File: src/rtl/load_store_unit.sv
// load_store_unit: initiator side of the data-memory port for RV32I loads/stores (mask, lane replication, extension, timeout).
// Optional feature macro MISALIGN_TRAP_EN: misaligned H/W accesses end with err instead of being forced to natural alignment.
module load_store_unit #(
  parameter int ADDR_W      = 8,
  parameter int TIMEOUT_CYC = 15
) (
  input  logic              clk,
  input  logic              rst,
  input  logic              ls_req,
  input  logic              ls_store,
  input  logic [2:0]        ls_funct3,
  input  logic [31:0]       ls_addr,
  input  logic [31:0]       ls_wdata,
  output logic              busy,
  output logic              done,
  output logic              err,
  output logic [31:0]       rdata,
  output logic              mem_request,
  output logic              mem_we_re,
  output logic              mem_load,
  output logic [3:0]        mem_mask,
  output logic [ADDR_W-1:0] mem_address,
  output logic [31:0]       mem_data_in,
  input  logic              mem_valid,
  input  logic [31:0]       mem_data_out
);

  typedef enum logic [1:0] {IDLE = 2'd0, REQ = 2'd1, WAIT = 2'd2, DONE = 2'd3} state_t;

  localparam int               CNT_W    = $clog2(TIMEOUT_CYC + 1);
  localparam logic [CNT_W-1:0] CNT_LAST = CNT_W'(TIMEOUT_CYC - 1);

  state_t           state_r;
  logic [CNT_W-1:0] cnt_r;
  logic             store_r;
  logic [2:0]       funct3_r;
  logic [1:0]       off_r;
  logic             trap_r;
  logic [1:0]       off_s;
  logic             trap_s;
  logic             unused_s;

  function automatic logic [1:0] align_off(input logic [2:0] f3, input logic [1:0] o);
    case (f3[1:0])
      2'b00:   align_off = o;
      2'b01:   align_off = {o[1], 1'b0};
      default: align_off = 2'b00;
    endcase
  endfunction

  function automatic logic [3:0] gen_mask(input logic [2:0] f3, input logic [1:0] o);
    case (f3[1:0])
      2'b00:   gen_mask = 4'b0001 << o;
      2'b01:   gen_mask = 4'b0011 << {o[1], 1'b0};
      default: gen_mask = 4'b1111;
    endcase
  endfunction

  function automatic logic [31:0] gen_wdata(input logic [2:0] f3, input logic [31:0] d);
    case (f3[1:0])
      2'b00:   gen_wdata = {4{d[7:0]}};
      2'b01:   gen_wdata = {2{d[15:0]}};
      default: gen_wdata = d;
    endcase
  endfunction

  function automatic logic [31:0] fmt_load(input logic [2:0] f3, input logic [1:0] o,
                                           input logic [31:0] w);
    logic [7:0]  b;
    logic [15:0] h;
    b = w[{o, 3'b000} +: 8];
    h = o[1] ? w[31:16] : w[15:0];
    case (f3)
      3'b000:  fmt_load = {{24{b[7]}}, b};
      3'b001:  fmt_load = {{16{h[15]}}, h};
      3'b100:  fmt_load = {24'd0, b};
      3'b101:  fmt_load = {16'd0, h};
      default: fmt_load = w;
    endcase
  endfunction

  // Natural-alignment offset and misalignment detect for the incoming command.
  always_comb begin
    off_s = align_off(ls_funct3, ls_addr[1:0]);
`ifdef MISALIGN_TRAP_EN
    trap_s = (off_s != ls_addr[1:0]);
`else
    trap_s = 1'b0;
`endif
  end

  assign unused_s = ^{ls_addr[31:ADDR_W+2]};

  // Command FSM; every output is a register updated here.
  always_ff @(posedge clk) begin
    if (rst) begin
      state_r     <= IDLE;
      cnt_r       <= '0;
      store_r     <= 1'b0;
      funct3_r    <= 3'b000;
      off_r       <= 2'b00;
      trap_r      <= 1'b0;
      busy        <= 1'b0;
      done        <= 1'b0;
      err         <= 1'b0;
      rdata       <= 32'h0000_0000;
      mem_request <= 1'b0;
      mem_we_re   <= 1'b0;
      mem_load    <= 1'b0;
      mem_mask    <= 4'b0000;
      mem_address <= '0;
      mem_data_in <= 32'h0000_0000;
    end else begin
      mem_request <= 1'b0;
      mem_we_re   <= 1'b0;
      mem_load    <= 1'b0;
      done        <= 1'b0;
      case (state_r)
        IDLE: begin
          if (ls_req) begin
            store_r  <= ls_store;
            funct3_r <= ls_funct3;
            off_r    <= off_s;
            trap_r   <= trap_s;
            busy     <= 1'b1;
            cnt_r    <= '0;
            if (trap_s) begin
              // Misaligned access never reaches memory; WAIT spends one cycle before the error completion.
              state_r <= WAIT;
            end else begin
              mem_request <= 1'b1;
              mem_we_re   <= ls_store;
              mem_load    <= ~ls_store;
              mem_mask    <= gen_mask(ls_funct3, off_s);
              mem_address <= ls_addr[ADDR_W+1:2];
              mem_data_in <= gen_wdata(ls_funct3, ls_wdata);
              state_r     <= REQ;
            end
          end else begin
            state_r <= IDLE;
          end
        end
        REQ: begin
          cnt_r <= '0;
          if (store_r) begin
            err     <= 1'b0;
            done    <= 1'b1;
            busy    <= 1'b0;
            state_r <= DONE;
          end else begin
            state_r <= WAIT;
          end
        end
        WAIT: begin
          cnt_r <= cnt_r + CNT_W'(1);
          if (trap_r) begin
            err     <= 1'b1;
            rdata   <= 32'h0000_0000;
            done    <= 1'b1;
            busy    <= 1'b0;
            trap_r  <= 1'b0;
            state_r <= DONE;
          end else if (mem_valid) begin
            err     <= 1'b0;
            rdata   <= fmt_load(funct3_r, off_r, mem_data_out);
            done    <= 1'b1;
            busy    <= 1'b0;
            state_r <= DONE;
          end else if (cnt_r == CNT_LAST) begin
            err     <= 1'b1;
            rdata   <= 32'h0000_0000;
            done    <= 1'b1;
            busy    <= 1'b0;
            state_r <= DONE;
          end else begin
            state_r <= WAIT;
          end
        end
        DONE: begin
          state_r <= IDLE;
        end
        default: begin
          state_r <= IDLE;
          busy    <= 1'b0;
        end
      endcase
    end
  end

endmodule

File: config.mk
export PLATFORM = sky130hd
export DESIGN_NAME = load_store_unit
export DESIGN_NICKNAME = d
export VERILOG_FILES = /design/src/rtl/load_store_unit.sv
export SDC_FILE = /design/constraint.sdc
export NUM_CORES = 1
export LEC_CHECK = 0
export ABC_AREA = 1
export CAP_MARGIN = 20
export CORE_MARGIN = 2
export CORE_UTILIZATION = 30
export CTS_CLUSTER_SIZE = 16
export DETAILED_ROUTE_END_ITERATION = 8
export SKIP_LAST_GASP = 1
export SLEW_MARGIN = 10
export SYNTH_ARGS = -nofsm -noshare
export SYNTH_HDL_FRONTEND = slang
export SYNTH_SLANG_ARGS = --single-unit
File: constraint.sdc
create_clock -name clk -period 1.7 [get_ports clk]
set_input_delay 0.34 -clock clk [delete_from_list [all_inputs] [get_ports clk]]
set_output_delay 0.34 -clock clk [all_outputs]
set_load 0.05 [all_outputs]
## Word level (Yosys, flattened, before mapping)

Index checks and enable logic that the tools add are counted.
W data, S select, Z words.

- Word-level logic and storage cells: 83
- Register bits after elaboration: 95
- Output and inout bits: 82

- Mux-type cells: 34
- $add $sub $neg: 1
- Eq/ne operators: 11
- Shift-type cells: 3
- Reductions and logical operators: 15
- Bitwise operators: 3

Operators with widths:

| cell | number |
|---|---|
| $pmux W32 S4 | 1 |
| $mux W32 | 3 |
| $pmux W32 S2 | 1 |
| $shiftx A32 B6 Y8 | 1 |
| $mux W1 | 19 |
| $mux W16 | 1 |
| $pmux W4 S3 | 1 |
| $pmux W2 S4 | 1 |
| $pmux W4 S2 | 1 |
| $reduce_and A2 Y1 | 4 |
| $eq A3 B3 Y1 const B | 2 |
| $pmux W1 S2 | 3 |
| $reduce_bool A3 Y1 | 2 |
| $add A4 B1 Y4 const B | 1 |
| $eq A2 B1 Y1 const B | 2 |
| $eq A2 B2 Y1 const B | 2 |
| $eq A4 B4 Y1 const B | 1 |
| $logic_not A2 Y1 | 2 |
| $mux W4 | 1 |
| $ne A2 B2 Y1 const B | 2 |
| $ne A4 B4 Y1 const B | 1 |
| $pmux W2 S2 | 1 |
| $reduce_and A4 Y1 | 1 |
| $reduce_bool A2 Y1 | 2 |
| 9 further kinds | 11 |

## Depth between registers and ports, before layout

Gate-level depths: netlist of the first run.

- Depth in word-level cells: 5
- Gate-level depth with buffers: 9

## Least setup slack after synthesis of the first run

OpenSTA, ideal clock, no wires.

- Kind: register to register
- Start: reg state_r[0]
- End: reg cnt_r[2]
- Arrival time: 1.381 ns
- Path slack: 0.190 ns
- Required time: 1.571 ns
- Buffers on the path: 0
- Setup time: 0.129 ns
- Cell stages (with the launch flop): 7
- Cell sequence: dfxtp_1 > inv_1 > ha_1 > a21oi_1 > inv_1 > o21ai_0 > nor2_1

- Longest elaborated chain between the ends: 3
- Elaborated cells on any way between the ends: 7
- Classes of those cells: 3 x eq/ne; 1 x mux; 3 x reduce/logical

RTL lines:

| item | RTL line | RTL |
|---|---|---|
| start: declaration | 33 | `state_t state_r;` |
| start signal: assignment | 97 | `state_r <= IDLE;` |
| start signal: assignment | 129 | `state_r <= WAIT;` |
| start signal: assignment | 137 | `state_r <= REQ;` |
| $eq A2 B2 Y1 (tied with other cells) | 118 | `case (state_r)` |
| $reduce_bool A3 Y1 (no line) / $ne A2 B2 Y1 (equally long branches) | - |  |
| $reduce_and A2 Y1 (no line) | - |  |
| end signal: assignment | 155 | `cnt_r <= cnt_r + CNT_W'(1);` |
| end: declaration | 34 | `logic [CNT_W-1:0] cnt_r;` |

Several ways; a longest one is shown, not always the timed one.
A chain may end at the register's enable or synchronous reset.

## Worst setup path after layout of the first run

- Start: reg cnt_r[0]
- End: reg rdata[2]

- Longest elaborated chain between the ends: 3

RTL lines:

| item | RTL line | RTL |
|---|---|---|
| $eq A4 B4 Y1 | 169 | `end else if (cnt_r == CNT_LAST) begin` |
| $reduce_bool A3 Y1 (no line) | - |  |
| $reduce_and A2 Y1 (no line) | - |  |
| end signal: assignment | 165 | `rdata <= fmt_load(funct3_r, off_r, mem_data_out);` |
| end: declaration | 17 | `output logic [31:0] rdata,` |

No other way between the ends.

==> impl_metrics.env, run 1 <==
export IMPL_path_class="reg -> reg"
export IMPL_synth_edf_count=0
export IMPL_slew_headroom=0.7289
export IMPL_grt_pass1_wl_mm=23.00
export IMPL_wl_mm=14.13
export IMPL_avgSynthCellArea_um2=7.141
export IMPL_die_area_um2=15800
export IMPL_yosysWarningCount=0
export IMPL_die_height_um=125.7
export IMPL_grt_pass1_vias=4683
export IMPL_synth_top_cell_by_area="dfxtp_1"
export IMPL_antenna_cells=0
export IMPL_post_place_ws_ps=-56.37
export IMPL_dp_hpwl_mm=10.56
export IMPL_synth_area_leaders="dfxtp_1, nand2_1, a21oi_1, nor2_1, o21ai_0"
export IMPL_cts_tree="yes"
export IMPL_grt_overflow_total=0
export IMPL_clk_pin_slew_ps=70
export IMPL_synth_top_area_frac=0.4237
export IMPL_layout_min_cycle_time_ps=1537
export IMPL_cts_root_buffer="clkbuf_16"
export IMPL_power_mw=8.686
export IMPL_antenna_found_initial=0
export IMPL_ios=186
export IMPL_setup_viol=0
export IMPL_globalplace_congestion=0.8622
export IMPL_hold_viol_final=0
export IMPL_firstDrtPassIters=4
export IMPL_synth_nets=733
export IMPL_tightest_slew_ps=406.7
export IMPL_rsz0062_at_grt="false"
export IMPL_post_route_period_util=0.9039
export IMPL_drt_iter0_drc=232
export IMPL_num_rows=44
export IMPL_ys_types=34
export IMPL_outcome="finished clean"
export IMPL_fp_dieW_um=125.7
export IMPL_crit_arrival_ps=1810
export IMPL_peakVddDrop_uv=686.5
export IMPL_htreeDepth=3
export IMPL_maxSlewViolCount=0
export IMPL_leakagePower_nw=2.860
export IMPL_cts_buffers=9
export IMPL_layout_setup_ws_ps=163.4
export IMPL_layout_nets=898
export IMPL_power_density_nw_per_um2=1328
export IMPL_antenna_left=0
export IMPL_cp_max_fo=31
export IMPL_clock_sinks=94
export IMPL_wl_per_cell_um=14.47
export IMPL_synth_seq_area_share=0.4237
export IMPL_drive_gt1_frac=0.2083
export IMPL_postSynthCellCount=622
export IMPL_ys_flop_type="dfxtp_1"
export IMPL_core_area_um2=14480
export IMPL_fin_hold_ws_ps=385.1
export IMPL_skew_ps=7.193
export IMPL_cap_violations=0
export IMPL_slowest_delay_ps=380
export IMPL_clk_latency_ps=350
export IMPL_globalRouteTotalUtil=0.1795
export IMPL_synth_area_um2=4442
export IMPL_critPathLaunchType="flop"
export IMPL_cp_common_cell="nand2_1"
export IMPL_clockBufferDepth=2
export IMPL_area_delta_synth_final_pct=47.24
export IMPL_via_per_inst=4.741
export IMPL_worstPathCellList="inv_1, ha_1, nand3_1, nand2_1, nand2_1, buf_12, nand2_1, a21oi_1"
export IMPL_fmaxAchievable_mhz=650.8
export IMPL_start_util=0.3068
export IMPL_tns_ps=0
export IMPL_vias=4627
export IMPL_cp_required_ps=1970
export IMPL_numPortBuffers=163
export IMPL_async_flop_share=0
export IMPL_end_kind="flop"
export IMPL_min_path_type="in -> reg"
export IMPL_drc=0
export IMPL_grt_max_degree=47
export IMPL_fillers=1484
export IMPL_synth_seq_cells=94
export IMPL_crit_path_top_delay_cell="dfxtp_1"
export IMPL_post_cts_buffers=0
through the flow:
stage / util / cells / area [um2]
6_report: 0.4517 / 976 / 6540
5_1_grt: 0.4517 / 976 / 6540
4_1_cts: 0.4515 / 976 / 6538
3_5_place_dp: 0.4291 / 960 / 6213
3_3_place_gp: 0.4291 / 960 / 6213
2_1_floorplan: - / 622 / 4442
registers in the layout, summed over array words and instances (netlist names):
name         flops
err              1
done             1
funct3_r         3
off_r            2
mem_data_in     32
state_r          2
mem_request      1
mem_load         1
busy             1
mem_address      8
mem_we_re        1
mem_mask         4
rdata           32
store_r          1
cnt_r            4
logic make-up after synthesis:
logic type / count (synthesis) / share of synthesized area
adder cells (fa/ha/maj): 7 / 0.01972
AND/OR/NAND/NOR: 284 / 0.2752
flip-flops: 94 / 0.4237
XOR/XNOR: 2 / 0.003944
AO/OA/AOI/OAI: 144 / 0.1907
buffers and inverters: 91 / 0.08676
synth_stat cells, types with 2 or more instances:
library cell	n
nand2_1	152
dfxtp_1	94
nor2_1	78
a21oi_1	59
inv_1	51
o21ai_0	47
nand3_1	35
clkbuf_1	23
o211ai_1	13
a21oi_2	12
buf_2	9
nand3_2	8
ha_1	7
or2_2	7
a41oi_1	5
buf_1	2
o221a_2	2
o221ai_1	2
routing by layer:
metal,up-vias,GRT usage,part of all wire
met3,19,0.05905,0.087
met4,0,0.06928,0.021
met5,-,0,0
li1,2349,-,-
met1,2098,0.2194,0.45
met2,161,0.2935,0.45
path summary, 6_finish.rpt:
| kind | end | depth (start not counted) | slack [ps] | startpoint |
|---|---|---|---|---|
| setup reg to reg | rdata[2] | 8 | 160 | cnt_r[0] |
| hold / removal | mem_data_in[16] | 3 | 390 | rst |
| hold reg to reg | mem_mask[3] | 2 | 470 | mem_mask[3] |
| setup / recovery | rdata[2] | 8 | 160 | cnt_r[0] |
placed cells by master, fill, tap and decap left out, types with 2 or more instances in the layout:
cell and n:
ha_1 7, or2_2 7, a21oi_2 12, nand3_1 35, clkbuf_16 9, dfxtp_2 2, o211ai_1 13, nand2_1 152
a21oi_1 59, inv_1 50, bufinv_16 2, o21ai_0 47, buf_4 103, nor2_1 78, o221a_2 2, clkdlybuf4s50_1 80
a41oi_1 5, o221ai_1 2, nand3_2 8, dfxtp_1 92, inv_2 2, buf_12 7
power by group:
part	internal (mW)	total, mW	switching, mW
combinational	1.27	3.67	2.40
clock	1.33	2.22	0.885
sequential	2.57	2.79	0.223
critical path: cells and delay by family (launching register included):
family / cells / cell delay (ps)
and+or+nand+nor: 4 / 410
DFF: 1 / 380
buffers and inverters: 2 / 290
adders and majority gates: 1 / 210
AOI/OAI and AO/OA: 1 / 160
timing repair:
action                     in CTS  in global routing
setup endpoints to repair       0                 13
hold buffers                    0                  0
gates resized for setup         0                  3
final cells by class:
class / instances / area, um2 / area share
Multi-Input combinational cell: 437 / 2175 / 0.3325
Inverter: 54 / 207.7 / 0.03176
Clock inverter: 5 / 81.33 / 0.01244
Timing Repair Buffer: 191 / 1719 / 0.2629
Sequential cell: 94 / 1884 / 0.2881
Tap cell: 184 / 230.2 / 0.03520
Clock buffer: 11 / 242.7 / 0.03712
No activity file was read; power rests on OpenSTA's default activity.
==> inputs of run 2 (changes only) <==
Settings changed: CTS_CLUSTER_DIAMETER from default to 80.
==> results of run 2 <==
No change in the layout: final DEF, timing and power equal those of run 1.
==> inputs of run 3 (changes only) <==
Settings changed: RECOVER_POWER from default to 25.
Clock period 1.7 ns to 1.38 ns, I/O delays scaled along.
==> run 3 against run 2 <==
The flow now finishes with violations (setup timing). Design area rose by 14%. Flip-flop and latch count did not move. Clock skew fell by 1.3 ps. Non-clock buffer count rose by 32. Combinational power rose by 54%. Hold slack got worse by 110 ps. Setup slack got worse by 180 ps. Power rose by 33%. Sequential power rose by 28%. Wire length rose by 9.4%. Final cell count rose by 3.3%. Critical path type unchanged. Critical endpoint is now rdata[3]. Largest cell class is now non-clock buffers. Largest power group unchanged.
==> impl_metrics.env, run 3 (synthesized netlist as in run 1, its figures left out) <==
export IMPL_fmaxAchievable_mhz=717.9
export IMPL_r2r_end="rdata[3]"
export IMPL_drive_gt1_frac=0.2791
export IMPL_clockBufferDepth=2
export IMPL_layout_nets=930
export IMPL_layout_setup_ws_ps=-13.02
export IMPL_mostFrequentLayoutCell="nand2_1"
export IMPL_wl_mm=15.45
export IMPL_antenna_left=0
export IMPL_htreeDepth=3
export IMPL_area_delta_synth_final_pct=68.34
export IMPL_end_kind="flop"
export IMPL_reg_top3="mem_data_in: 32 flops, rdata: 32 flops, mem_address: 8 flops"
export IMPL_num_rows=44
export IMPL_path_class="reg -> reg"
export IMPL_cp_required_ps=1660
export IMPL_drc=0
export IMPL_skew_ps=5.855
export IMPL_post_route_period_util=1.009
export IMPL_grtUsageMet3=0.05183
export IMPL_stdcell_area_um2=7477
export IMPL_globalRouteTotalUtil=0.1953
export IMPL_hp_start="rst"
export IMPL_power_switching_share=0.4056
export IMPL_setup_viol=2
export IMPL_r2r_setup_slack_ps=-10
export IMPL_power_mw=11.51
export IMPL_peakVddDrop_uv=798.2
export IMPL_dpl_cell_area_um2=7398
export IMPL_grt_overflow_total=0
export IMPL_clock_sinks=94
export IMPL_hold_path_depth=3
export IMPL_slew_headroom=0.7736
export IMPL_globalplace_congestion=0.8625
export IMPL_r2r_worst_path_cells=8
export IMPL_hold_viol_final=0
export IMPL_grt_pass1_vias=4820
export IMPL_ios=186
export IMPL_p_comb_frac=0.491
export IMPL_tightest_slew_ps=339.6
export IMPL_busiest_layer="met2"
export IMPL_clk_latency_ps=350
export IMPL_layout_min_cycle_time_ps=1393
export IMPL_endpoint="rdata[3]"
export IMPL_power_density_nw_per_um2=1539
export IMPL_post_place_ws_ps=-305.6
export IMPL_intPower_mw=6.843
export IMPL_violations="setup timing"
export IMPL_vias=4808
export IMPL_drt_iter0_drc=267
export IMPL_clk_pin_slew_ps=70
export IMPL_maxSlewViolCount=0
export IMPL_p_switching_mw=4.668
export IMPL_leakagePower_nw=3.155
export IMPL_die_area_um2=15800
export IMPL_cap_violations=0
export IMPL_antenna_cells=0
export IMPL_wl_per_cell_um=15.32
export IMPL_die_height_um=125.7
export IMPL_min_path_type="in -> reg"
export IMPL_pwr_share_seq=0.311
export IMPL_firstDrtPassIters=4
export IMPL_grt_pass1_wl_mm=24.65
export IMPL_grt_max_degree=35
export IMPL_critPathLaunchType="flop"
export IMPL_pwr_share_clk=0.197
export IMPL_final_cell_mix="nand2_1, dfxtp_1, clkdlybuf4s50_1, nor2_1, buf_12"
export IMPL_critPathLaunch="state_r[0]"
export IMPL_outcome="complete, but fails checks"
export IMPL_fp_dieW_um=125.7
export IMPL_rsz0062_at_grt="true"
export IMPL_numPortBuffers=163
export IMPL_antenna_found_initial=0
export IMPL_cp_max_fo=9
export IMPL_met2_usage=0.3170
export IMPL_crit_arrival_ps=1670
export IMPL_cts_buffers=9
export IMPL_r2r_start="state_r[0]"
export IMPL_dp_hpwl_mm=11.32
export IMPL_cts_root_buffer="clkbuf_16"
export IMPL_hold_buffers=0
export IMPL_start_util=0.3068
export IMPL_fin_util=0.5164
export IMPL_via_per_inst=4.770
export IMPL_core_area_um2=14480
export IMPL_cts_tree="yes"
export IMPL_use_met1=0.2497
run 3: cell count changes in the layout (fill, tap and decap cells not counted), sizes merged:
cell      delta
clkbuf      +34
clkinv       +3
bufinv       -2
buf          -1
clkinvlp     -1
inv          -1
run 3: area by class of cell:
type	count	area, um2
tap	184	230.2
timing repair buffer	223	2560
multi-input combinational	437	2325
inverter	54	212.7
fill	1396	7002
clock buffer	12	236.5
sequential	94	1889
clock inverter	4	23.77
run 3: repair_timing:
item                       CTS  global route
setup endpoints to repair   79            52
buffers inserted             4             3
gates resized for setup     27            32
cloned                       3             0
pin swaps                    7             9
run 3: how the worst min path moves through the flow:
| stage | end |
|---|---|
| floorplan | mem_load |
| global placement | mem_data_in[17] |
| detailed placement | mem_data_in[17] |
| CTS | state_r[1] |
| global route | state_r[1] |
| finish | state_r[1] |
run 3: worst max-delay path, stage by stage (launching register included):
cell and delay [ps]:
dfxtp_2 330, inv_2 80, buf_6 110, ha_4 180, nand2_8 90, buf_12 160
a21oi_1 120, nand3_1 110, a21oi_1 140
run 3: per-layer routing:
metal,vias up,share of wire
met2,171,0.46
met3,18,0.071
met1,2203,0.45
met5,-,0
li1,2416,-
met4,0,0.018
run 3: metrics by stage:
stage          TNS, ps  hold slack (ps)  std cells
6_report        -13.92            271.1       1008
5_1_grt         -814.4            294.5       1008
4_1_cts         -48.11            266.0       1005
3_5_place_dp    -18330            493.4        982
3_3_place_gp    -17380            491.8        982
2_1_floorplan   -114.2            348.4        622
run 3: power by group through the flow:
stage,Combinational [mW],Sequential [mW],Clock (mW)
2_1_floorplan,1.77,4.75,0
3_3_place_gp,5.58,3.69,0
3_5_place_dp,5.64,3.69,0
4_1_cts,5.96,3.66,2.33
5_1_grt,6.05,3.63,2.44
6_report,5.66,3.58,2.27
